## config.mk

```make
export PLATFORM = sky130hd
export DESIGN_NAME = uart_baud_gen
export DESIGN_NICKNAME = d
export VERILOG_FILES = /design/src/rtl/uart_baud_gen.sv
export SDC_FILE = /design/constraint.sdc
export NUM_CORES = 1
export LEC_CHECK = 0
export ABC_AREA = 1
export BUFFER_PORTS_ARGS = -buffer_cell sky130_fd_sc_hd__buf_2
export CORE_UTILIZATION = 45
export CTS_CLUSTER_DIAMETER = 200
export DETAILED_ROUTE_END_ITERATION = 10
export HOLD_SLACK_MARGIN = 0.1
export PLACE_DENSITY_LB_ADDON = 0.08
export SLEW_MARGIN = 20
export SYNTH_ARGS = -nofsm -noshare
export SYNTH_HDL_FRONTEND = slang
export SYNTH_SLANG_ARGS = --single-unit
```

## constraint.sdc

```tcl
create_clock -name i_clk -period 5.6 [get_ports i_clk]
set_input_delay 0.28 -clock i_clk [delete_from_list [all_inputs] [get_ports i_clk]]
set_output_delay 0.28 -clock i_clk [all_outputs]
set_load 0.02 [all_outputs]
```

## src/rtl/uart_baud_gen.sv

```systemverilog
// uart_baud_gen: programmable baud tick generator for the UART shift engines.
// Produces an oversample strobe (o_rx_tick) and a bit strobe (o_tx_tick) from a
// fixed-point integer.fraction divisor. The divisor is double-buffered, so a
// reload only takes effect at an rx-tick boundary.
// Optional macro UART_BAUD_SQUARE_CLK_EN adds o_tx_clk / o_rx_clk square-wave
// outputs that toggle on each tx / rx tick.
module uart_baud_gen #(
    parameter int CLK_RATE   = 150000000,
    parameter int BAUD_RATE  = 9600,
    parameter int OVERSAMPLE = 16,
    parameter int DIV_WIDTH  = 16,
    parameter int FRAC_BITS  = 4,
    // Physical width of the fractional datapath; 1 when FRAC_BITS is 0
    // (the bit is then tied to zero and never produces a carry).
    parameter int FW         = (FRAC_BITS > 0) ? FRAC_BITS : 1
) (
    input  logic                 i_clk,
    input  logic                 i_rst,
    input  logic                 i_en,
    input  logic                 i_div_load,
    input  logic [DIV_WIDTH-1:0] i_div_int,
    input  logic [FW-1:0]        i_div_frac,
    output logic                 o_rx_tick,
    output logic                 o_tx_tick,
    output logic                 o_div_err
`ifdef UART_BAUD_SQUARE_CLK_EN
    ,
    output logic                 o_tx_clk,
    output logic                 o_rx_clk
`endif
);

    localparam int OSC_W = (OVERSAMPLE > 2) ? $clog2(OVERSAMPLE) : 1;
    localparam logic [OSC_W-1:0] OSC_MAX = OSC_W'(OVERSAMPLE - 1);

    // Reset-default divisor: clocks per rx tick as integer + truncated fraction.
    localparam longint TICK_RATE  = longint'(BAUD_RATE) * longint'(OVERSAMPLE);
    localparam longint DEF_INT_L  = longint'(CLK_RATE) / TICK_RATE;
    localparam longint DEF_FRAC_L = (FRAC_BITS > 0) ?
        (((longint'(CLK_RATE) % TICK_RATE) << FRAC_BITS) / TICK_RATE) : 64'sd0;
    localparam logic [DIV_WIDTH-1:0] DEF_INT  = DIV_WIDTH'(DEF_INT_L);
    localparam logic [FW-1:0]        DEF_FRAC = FW'(DEF_FRAC_L);

    logic [DIV_WIDTH:0]   count;
    logic [FW-1:0]        acc;
    logic [OSC_W-1:0]     osc;
    logic [DIV_WIDTH-1:0] act_int;
    logic [DIV_WIDTH-1:0] shd_int;
    logic [FW-1:0]        act_frac;
    logic [FW-1:0]        shd_frac;

    logic [FW:0]          acc_sum;
    logic                 carry;
    logic [DIV_WIDTH:0]   period_m1;
    logic                 boundary;
    logic                 load_ok;
    logic                 load_bad;
    logic [FW-1:0]        frac_in;

    // Period of the current rx tick and the boundary / load qualification.
    always_comb begin
        frac_in   = (FRAC_BITS > 0) ? i_div_frac : '0;
        acc_sum   = {1'b0, acc} + {1'b0, act_frac};
        carry     = (FRAC_BITS > 0) ? acc_sum[FW] : 1'b0;
        period_m1 = {1'b0, act_int} + {{DIV_WIDTH{1'b0}}, carry}
                    - (DIV_WIDTH + 1)'(1);
        boundary  = i_en && (count == period_m1);
        load_ok   = i_div_load && (i_div_int >= DIV_WIDTH'(2));
        load_bad  = i_div_load && (i_div_int <  DIV_WIDTH'(2));
    end

    // Cycle counter, fractional accumulator, oversample counter and tick strobes.
    always_ff @(posedge i_clk or posedge i_rst) begin
        if (i_rst) begin
            count     <= '0;
            acc       <= '0;
            osc       <= '0;
            o_rx_tick <= 1'b0;
            o_tx_tick <= 1'b0;
        end else if (!i_en) begin
            count     <= '0;
            acc       <= '0;
            osc       <= '0;
            o_rx_tick <= 1'b0;
            o_tx_tick <= 1'b0;
        end else begin
            o_rx_tick <= boundary;
            o_tx_tick <= boundary && (osc == OSC_MAX);
            if (boundary) begin
                count <= '0;
                acc   <= acc_sum[FW-1:0];
                osc   <= (osc == OSC_MAX) ? '0 : osc + 1'b1;
            end else begin
                count <= count + 1'b1;
            end
        end
    end

    // Shadow/active divisor: active only changes at a boundary or while idle,
    // so a period in progress always finishes with the divisor it started with.
    always_ff @(posedge i_clk or posedge i_rst) begin
        if (i_rst) begin
            act_int   <= DEF_INT;
            act_frac  <= DEF_FRAC;
            shd_int   <= DEF_INT;
            shd_frac  <= DEF_FRAC;
            o_div_err <= 1'b0;
        end else begin
            o_div_err <= load_bad;
            if (load_ok) begin
                shd_int  <= i_div_int;
                shd_frac <= frac_in;
            end
            if (!i_en || boundary) begin
                act_int  <= load_ok ? i_div_int : shd_int;
                act_frac <= load_ok ? frac_in   : shd_frac;
            end
        end
    end

`ifdef UART_BAUD_SQUARE_CLK_EN
    // Legacy square-wave clocks: toggle per tick, hold their level while idle.
    always_ff @(posedge i_clk or posedge i_rst) begin
        if (i_rst) begin
            o_rx_clk <= 1'b0;
            o_tx_clk <= 1'b0;
        end else begin
            if (boundary)
                o_rx_clk <= ~o_rx_clk;
            if (boundary && (osc == OSC_MAX))
                o_tx_clk <= ~o_tx_clk;
        end
    end
`endif

endmodule

```

==> results_dict.tcl, run 1 <==
set metrics [dict create \
    grt_util_met3_pct 2.670 \
    via_per_inst 5.006 \
    gr-usage-met1_pct 29.82 \
    final_cell_area_um2 4214 \
    r2r-start "act_frac[0]" \
    p_per_area_nw_per_um2 293.9 \
    firstDrtPassIters 4 \
    cts_resized 0 \
    p_leak_nw 2.171 \
    cts_root_buf "clkbuf_8" \
    clock_latency_ns 0.35 \
    cp_max_fo 38 \
    power.switching_mw 0.3432 \
    drt_wl_total_mm 8.174 \
    rsz0062_at_grt "no" \
    grt_overflow 0 \
    grt_pass1_vias 2991 \
    fin_tns_setup_ns 0 \
    synth.distinct_cells 33 \
    criticalPathCategory "reg -> reg" \
    skew_ns 0.008202 \
    rrSetupSlack_ns 1.67 \
    drv_slew 0 \
    async_flop_share_pct 100.0 \
    clkTransAtPathRegs_ns 0.08 \
    endpoint "act_int[8]" \
    area_delta_synth_final_pct 10.97 \
    vdd_drop_max_v 0.0001443 \
    syn-num-nets 536 \
    placedCellCount 617 \
    port_buffers 26 \
    postCtsSetupBuffers 0 \
    yosysSeqAreaShare_pct 45.27 \
    cp-start-kind "register" \
    arrival_ns 4.22 \
    via_count 3169 \
    htreeDepth 3 \
    syn_avg_cell_area_um2 7.549 \
    drive_above_1_share_pct 13.45 \
    p_seq_share_pct 45.2 \
    grt_max_degree 69 \
    track_usage_pct 21.25 \
    clkPwrFrac_pct 40.0 \
    clock.fmax_ghz 0.2542 \
    synth.top_cell.area_share_pct 35.58 \
    die_h_um 93.86 \
    fin_nets 556 \
    hpwl_mm 5.878 \
    synthTopCellsByCount "nand2_1, nand3_1, dfrtp_1, nor2_1, inv_1" \
    ff2ff_path_depth 20 \
    cts.sinks 68 \
    numCtsBuffers 9 \
    synth-edff-count 0 \
    swShare_pct 27.71 \
    hold_buffers 0 \
    wl_per_cell_um 12.91 \
    grtUsageMet2_pct 33.03 \
    core_area_um2 8175 \
    critPathRequiredTime_ns 5.88 \
    antenna_found_initial 0 \
    cap_violations 0 \
    nFillCells 821 \
    worstMarginPinSlew_ns 0.8463 \
    worstSetupEndpointType "register" \
    initial_core_util_pct 46.45 \
    n_antenna_cell 0 \
    p_int_mw 0.8955 \
    synth_area_leaders "dfrtp_1, nand2_1, dfstp_2" \
    yosysMostFrequentCell "nand2_1" \
    yosys.area.top_type "dfrtp_1" \
    gp_congestion 0.8242 \
    ys_warn_count 0 \
    timing.final.hold_violations 0 \
    placed_area_um2 3975 \
    die_area_um2 8810 \
    timing.rr.end "act_int[8]" \
    rows 33 \
    fin_util_pct 51.55 \
    min-delay-path-class "in -> reg" \
    final_cells 633 \
    relSlewSlack_pct 43.58 \
    ant_nets 0 \
    period_share_pct 70.24 \
    cts.path.max_buffers 2 \
    power_mw 1.239 \
    ioPinCount 27 \
    setup_viol 0 \
    grt.busiest_layer "met2" \
    multiInputGateArea_um2 1810 \
    drc_errors 0 \
    die_w_um 93.86 \
    synth-seq-cells 68 \
    synthCells 503 \
    synth_ff_type "dfrtp_1" \
    drt-initial-drc-count 151 \
    outcome "completed" \
    regArea_um2 1719 \
    grt_pass1_wl_mm 14.41 \
    crit_start "act_frac[0]" \
    syn_area_um2 3797 \
    layout_min_cycle_time_ns 3.933 \
    pwr-share-comb_pct 14.7 \
    cts_tree "yes" \
]
[worst max-delay path, cell delays in order, from the launching register on]
cell	delay, ns
dfstp_2	0.53
ha_1	0.15
inv_1	0.05
fa_1	0.39
o21ai_0	0.18
a21oi_1	0.11
ha_1	0.23
ha_1	0.23
nand2_1	0.11
nor2_1	0.07
nand2_1	0.08
nand2_1	0.05
nand2_1	0.05
nand2_1	0.04
nor2_1	0.14
nand2_1	0.11
nor2_4	0.21
nand2_4	0.25
nand2_2	0.61
nand2_1	0.15
nand2_1	0.09
[layer usage]
layer	wire, µm	vias up
met5	0	-
met3	234	11
met4	147	0
met2	3703	53
li1	-	1634
met1	4089	1471
[how the worst min path moves through the flow]
stage             endpoint  slack, ns     startpoint  depth (start not counted)
2_1_floorplan   shd_int[4]       0.41   i_div_int[4]                          2
3_3_place_gp   shd_int[13]       0.46    shd_int[13]                          2
3_5_place_dp    shd_int[1]       0.46     shd_int[1]                          2
4_1_cts        shd_frac[0]       0.16  i_div_frac[0]                          3
5_1_grt         shd_int[0]       0.19   i_div_int[0]                          3
6_report       shd_frac[0]       0.17  i_div_frac[0]                          3
[metrics by stage]
| step | setup WS [ns] | hold slack, ns |
|---|---|---|
| 5_1_grt | 1.238 | 0.1900 |
| 3_5_place_dp | 1.635 | 0.4581 |
| 6_report | 1.667 | 0.1727 |
| 4_1_cts | 1.616 | 0.1571 |
| 3_3_place_gp | 1.674 | 0.4588 |
| 2_1_floorplan | 2.551 | 0.4108 |
[logic make-up after synthesis]
kind of cell             after synthesis  synth area share, %
AND/OR/NAND/NOR                      324                37.03
flip-flops                            68                45.27
buffers and inverters                 65                7.051
XOR/XNOR                              25                5.766
AO/OA/AOI/OAI                         12                1.713
adder cells (fa/ha/maj)                9                3.163
[layout make-up]
class	instances	area share (%)
Tap cell	105	3.118
Timing Repair Buffer	27	3.266
Clock buffer	10	3.028
Inverter	47	4.186
Sequential cell	68	40.80
Clock inverter	6	2.643
Multi-Input combinational cell	370	42.96
[sequential cells by signal, summed over array words and instances, names as in the netlist]
signal and cells:
count 17, shd_int 16, o_div_err 1, osc 4, o_rx_tick 1, o_tx_tick 1
act_int 16, shd_frac 4, act_frac 4, acc 4
[placed cells by master (no fill, tap or decap), types with 2 or more instances in the layout]
cell type    n
dfrtp_1     54
nor4_1       4
ha_1         8
xor2_1      18
nor2_1      54
bufinv_16    3
nand4_1     11
buf_2       26
nand2_1    171
xnor2_1      7
nor2_2       2
nor2_4       3
and2_1       2
a21oi_1      3
dfstp_2     14
nor3_1       5
clkbuf_8     9
o21ai_0      6
inv_2        5
o21bai_1     2
nand3_2      2
nand3_1     65
inv_1       41
[power groups by stage]
stage                     clock network, mW  registers [mW]  logic (mW)
after floorplan                           0           0.560       0.147
after global routing                  0.530           0.565       0.214
after detailed placement                  0           0.570       0.185
after CTS                             0.512           0.560       0.186
after global placement                    0           0.569       0.182
final                                 0.496           0.560       0.182
(Power assumes the default switching activity.)
==> run 2: changes to the inputs <==
--- a/config.mk
+++ b/config.mk
@@ -5,7 +5,7 @@
 export SDC_FILE = /design/constraint.sdc
 export NUM_CORES = 1
 export LEC_CHECK = 0
-export ABC_AREA = 1
+export ABC_AREA = 0
 export BUFFER_PORTS_ARGS = -buffer_cell sky130_fd_sc_hd__buf_2
 export CORE_UTILIZATION = 45
 export CTS_CLUSTER_DIAMETER = 200
==> constraint.sdc (replaced) <==
create_clock -name i_clk -period 3.9 [get_ports i_clk]
set_input_delay 0.195 -clock i_clk [delete_from_list [all_inputs] [get_ports i_clk]]
set_output_delay 0.195 -clock i_clk [all_outputs]
set_load 0.02 [all_outputs]
==> run 2 against run 1 <==
  * Via count down 21%
  * Non-clock buffer count up 20
  * Sequential cell count unchanged
  * Setup slack worse by 1.5 ns
  * Global-route usage down 2.1 points
  * Critical endpoint is now act_int[1]
  * Total power up 52%
==> results_dict.tcl, run 2 <==
set metrics [dict create \
    power_mw 1.882 \
    yosysMostFrequentCell "dfrtp_1" \
    die_w_um 92.83 \
    fin_util_pct 55.87 \
    syn-num-nets 355 \
    cap_violations 0 \
    core_area_um2 7848 \
    crit_family "adder cells" \
    power.switching_mw 0.4682 \
    grtUsageMet2_pct 31.31 \
    synth-edff-count 0 \
    drive_above_1_share_pct 30.85 \
    gr-usage-met1_pct 24.53 \
    track_usage_pct 19.10 \
    htreeDepth 3 \
    cts.path.max_buffers 2 \
    top_register "count" \
    path_cells "ha_1 > inv_1 > fa_1 > inv_1 > a21o_1 > a21oi_1 > ha_2 > ha_4 > nor4b_4 > buf_4 > and3_1 > a21boi_0 > o32ai_2 > and4bb_2 > nand2b_4 > mux2_4" \
    wl_per_cell_um 15.47 \
    outcome "completed" \
    top_regs "count x17, act_int x16, shd_int x16" \
    cts.sinks 68 \
    synth.distinct_cells 55 \
    cp_max_fo 8 \
    port_buffers 26 \
    via_count 2495 \
    syn_area_um2 3712 \
    cp-start-kind "register" \
    cts_root_buf "clkbuf_8" \
    die_area_um2 8616 \
    drv_slew 0 \
    critPathRequiredTime_ns 4.12 \
    p_seq_share_pct 44.3 \
    clkTransAtPathRegs_ns 0.08 \
    place_ws_ns -0.02150 \
    p_int_mw 1.414 \
    fin_nets 404 \
    grt_max_degree 41 \
    die_h_um 92.83 \
    gp_congestion 0.8580 \
    layout_common_cells "dfrtp_1, mux2_2, buf_2, nor2_1, xnor2_1" \
    min-delay-path-class "in -> reg" \
    synth.top_cell.area_share_pct 36.40 \
    ant_nets 0 \
    cp_common_cell "inv_1" \
    layout_min_cycle_time_ns 3.709 \
    yosysSeqAreaShare_pct 46.31 \
    n_antenna_cell 0 \
    nFillCells 689 \
    cts_tree "yes" \
    numCtsBuffers 9 \
    criticalPathCategory "reg -> reg" \
    antenna_found_initial 0 \
    yosys.area.top_type "dfrtp_1" \
    clock.fmax_ghz 0.2696 \
    layout.cells.most_common "dfrtp_1" \
    drt-initial-drc-count 88 \
    hpwl_mm 5.083 \
    p_leak_nw 1.910 \
    setup_ws_ns 0.1908 \
    ys_warn_count 0 \
    rows 32 \
    swShare_pct 24.88 \
    grt_pass1_vias 2601 \
    cp_num_buf_inv 3 \
    synth_area_leaders "dfrtp_1, dfstp_2, mux2_2" \
    synth_ff_type "dfrtp_1" \
    synthCells 322 \
    worstSetupEndpointType "register" \
    grt_overflow 0 \
    timing.final.hold_violations 0 \
    via_per_inst 5.220 \
    pwr-share-comb_pct 15.0 \
    area_delta_synth_final_pct 18.10 \
    vdd_drop_max_v 0.0002272 \
    drc_errors 0 \
    p_per_area_nw_per_um2 429.3 \
    worstMarginPinSlew_ns 0.8350 \
    syn_avg_cell_area_um2 11.53 \
    synth-seq-cells 68 \
    arrival_ns 3.93 \
    skew_ns 0.01218 \
    initial_core_util_pct 47.31 \
    setup_viol 0 \
    drt_wl_total_mm 7.397 \
    critPathMaxStageDelay_ns 0.54 \
    largest_reg_flops 17 \
    clock_latency_ns 0.34 \
    cp_slowest_cell "dfstp_2" \
    ioPinCount 27 \
    grt_pass1_wl_mm 12.65 \
    async_flop_share_pct 100.0 \
    firstDrtPassIters 4 \
    grt.busiest_layer "met2" \
    synthTopCellsByCount "dfrtp_1, mux2_2, nor2_1, xnor2_1, inv_1" \
    clkPwrFrac_pct 40.7 \
    relSlewSlack_pct 44.20 \
    period_share_pct 95.11 \
    grt_util_met3_pct 5.172 \
]
## run 2: cell count changes in the layout (fill, tap and decap cells not counted), sizes merged, moves of 5 or more
| cell | before | now |
|---|---|---|
| nor2 | 59 | 26 |
| inv | 47 | 16 |
| xnor2 | 7 | 22 |
| nand2 | 173 | 15 |
| mux2i | 0 | 7 |
| and3 | 0 | 5 |
| nor3 | 5 | 10 |
| dlygate4sd3 | 0 | 14 |
| buf | 27 | 33 |
| nand2b | 0 | 6 |
| mux2 | 0 | 38 |
| or3 | 0 | 5 |
| nor2b | 0 | 6 |
| nand3 | 67 | 10 |
## run 2: power groups by stage
stage	Sequential (mW)	Combinational (mW)	Clock, mW
2_1_floorplan	0.816	0.227	0
3_3_place_gp	0.847	0.250	0
3_5_place_dp	0.847	0.253	0
4_1_cts	0.835	0.266	0.792
5_1_grt	0.843	0.312	0.818
6_report	0.833	0.282	0.766
## run 2: per-stage QoR
step / hold slack (ns) / TNS, ns / area, µm² / std cells
3_5_place_dp: 0.4121 / -0.2749 / 3876 / 442
2_1_floorplan: 0.2938 / 0 / 3712 / 322
4_1_cts: 0.1009 / 0 / 4295 / 473
6_report: 0.1195 / 0 / 4384 / 478
5_1_grt: 0.1082 / -0.07979 / 4384 / 478
3_3_place_gp: 0.4141 / 0 / 3876 / 442
## run 2: layout make-up
type                    count  area [µm²]  share of cell area [%]
well taps                 102       127.6                   2.911
clock buffers              10       127.6                   2.911
multi-input cells         229        1886                   43.01
inverters                  16       60.06                   1.370
clock inverters             6       137.6                   3.139
repair buffers             47       326.6                   7.449
flip-flops and latches     68        1719                   39.21
## run 2: logic make-up (layout without fill, tap and decap cells)
kind of cell | Yosys count | in the layout | share of synthesized area (%)
AOI/OAI and AO/OA | 32 | 32 | 6.438
muxes | 45 | 45 | 14.63
xor gates and xnor gates | 36 | 36 | 8.493
buffers and inverters | 28 | 79 | 4.954
and+or+nand+nor | 104 | 107 | 15.94
adders and majority gates | 9 | 9 | 3.236
DFF | 68 | 68 | 46.31
## run 2: worst paths after layout
check | start | end | slack [ns] | cells past startpoint
max | act_frac[0] | act_int[1] | 0.19 | 16
min | i_div_int[15] | shd_int[15] | 0.12 | 2
max reg2reg | act_frac[0] | act_int[1] | 0.19 | 16
min reg2reg | shd_int[4] | shd_int[4] | 0.49 | 2
max in group asynchronous | i_rst | shd_int[6] | 2.41 | 4
min in group asynchronous | i_rst | shd_frac[2] | 0.56 | 3
## run 2: layer usage
layer,share of wire (%),up-vias
li1,-,1234
met2,48,30
met3,2.1,2
met4,0.62,0
met5,0,-
met1,49,1229
## run 2: worst reg2reg max path, stage by stage, from the launching register on
cell	delay, ns
dfstp_2	0.54
ha_1	0.16
inv_1	0.06
fa_1	0.39
inv_1	0.07
a21o_1	0.10
a21oi_1	0.06
ha_2	0.20
ha_4	0.19
nor4b_4	0.13
buf_4	0.18
and3_1	0.18
a21boi_0	0.13
o32ai_2	0.34
and4bb_2	0.32
nand2b_4	0.21
mux2_4	0.32
## run 2: what timing repair did
action	in CTS	in global routing
setup buffers	0	3
resized for setup	1	13
pin swaps	0	2
setup endpoints to repair	21	45
hold buffers	14	0
cloned	1	2
hold endpoints to repair	45	0
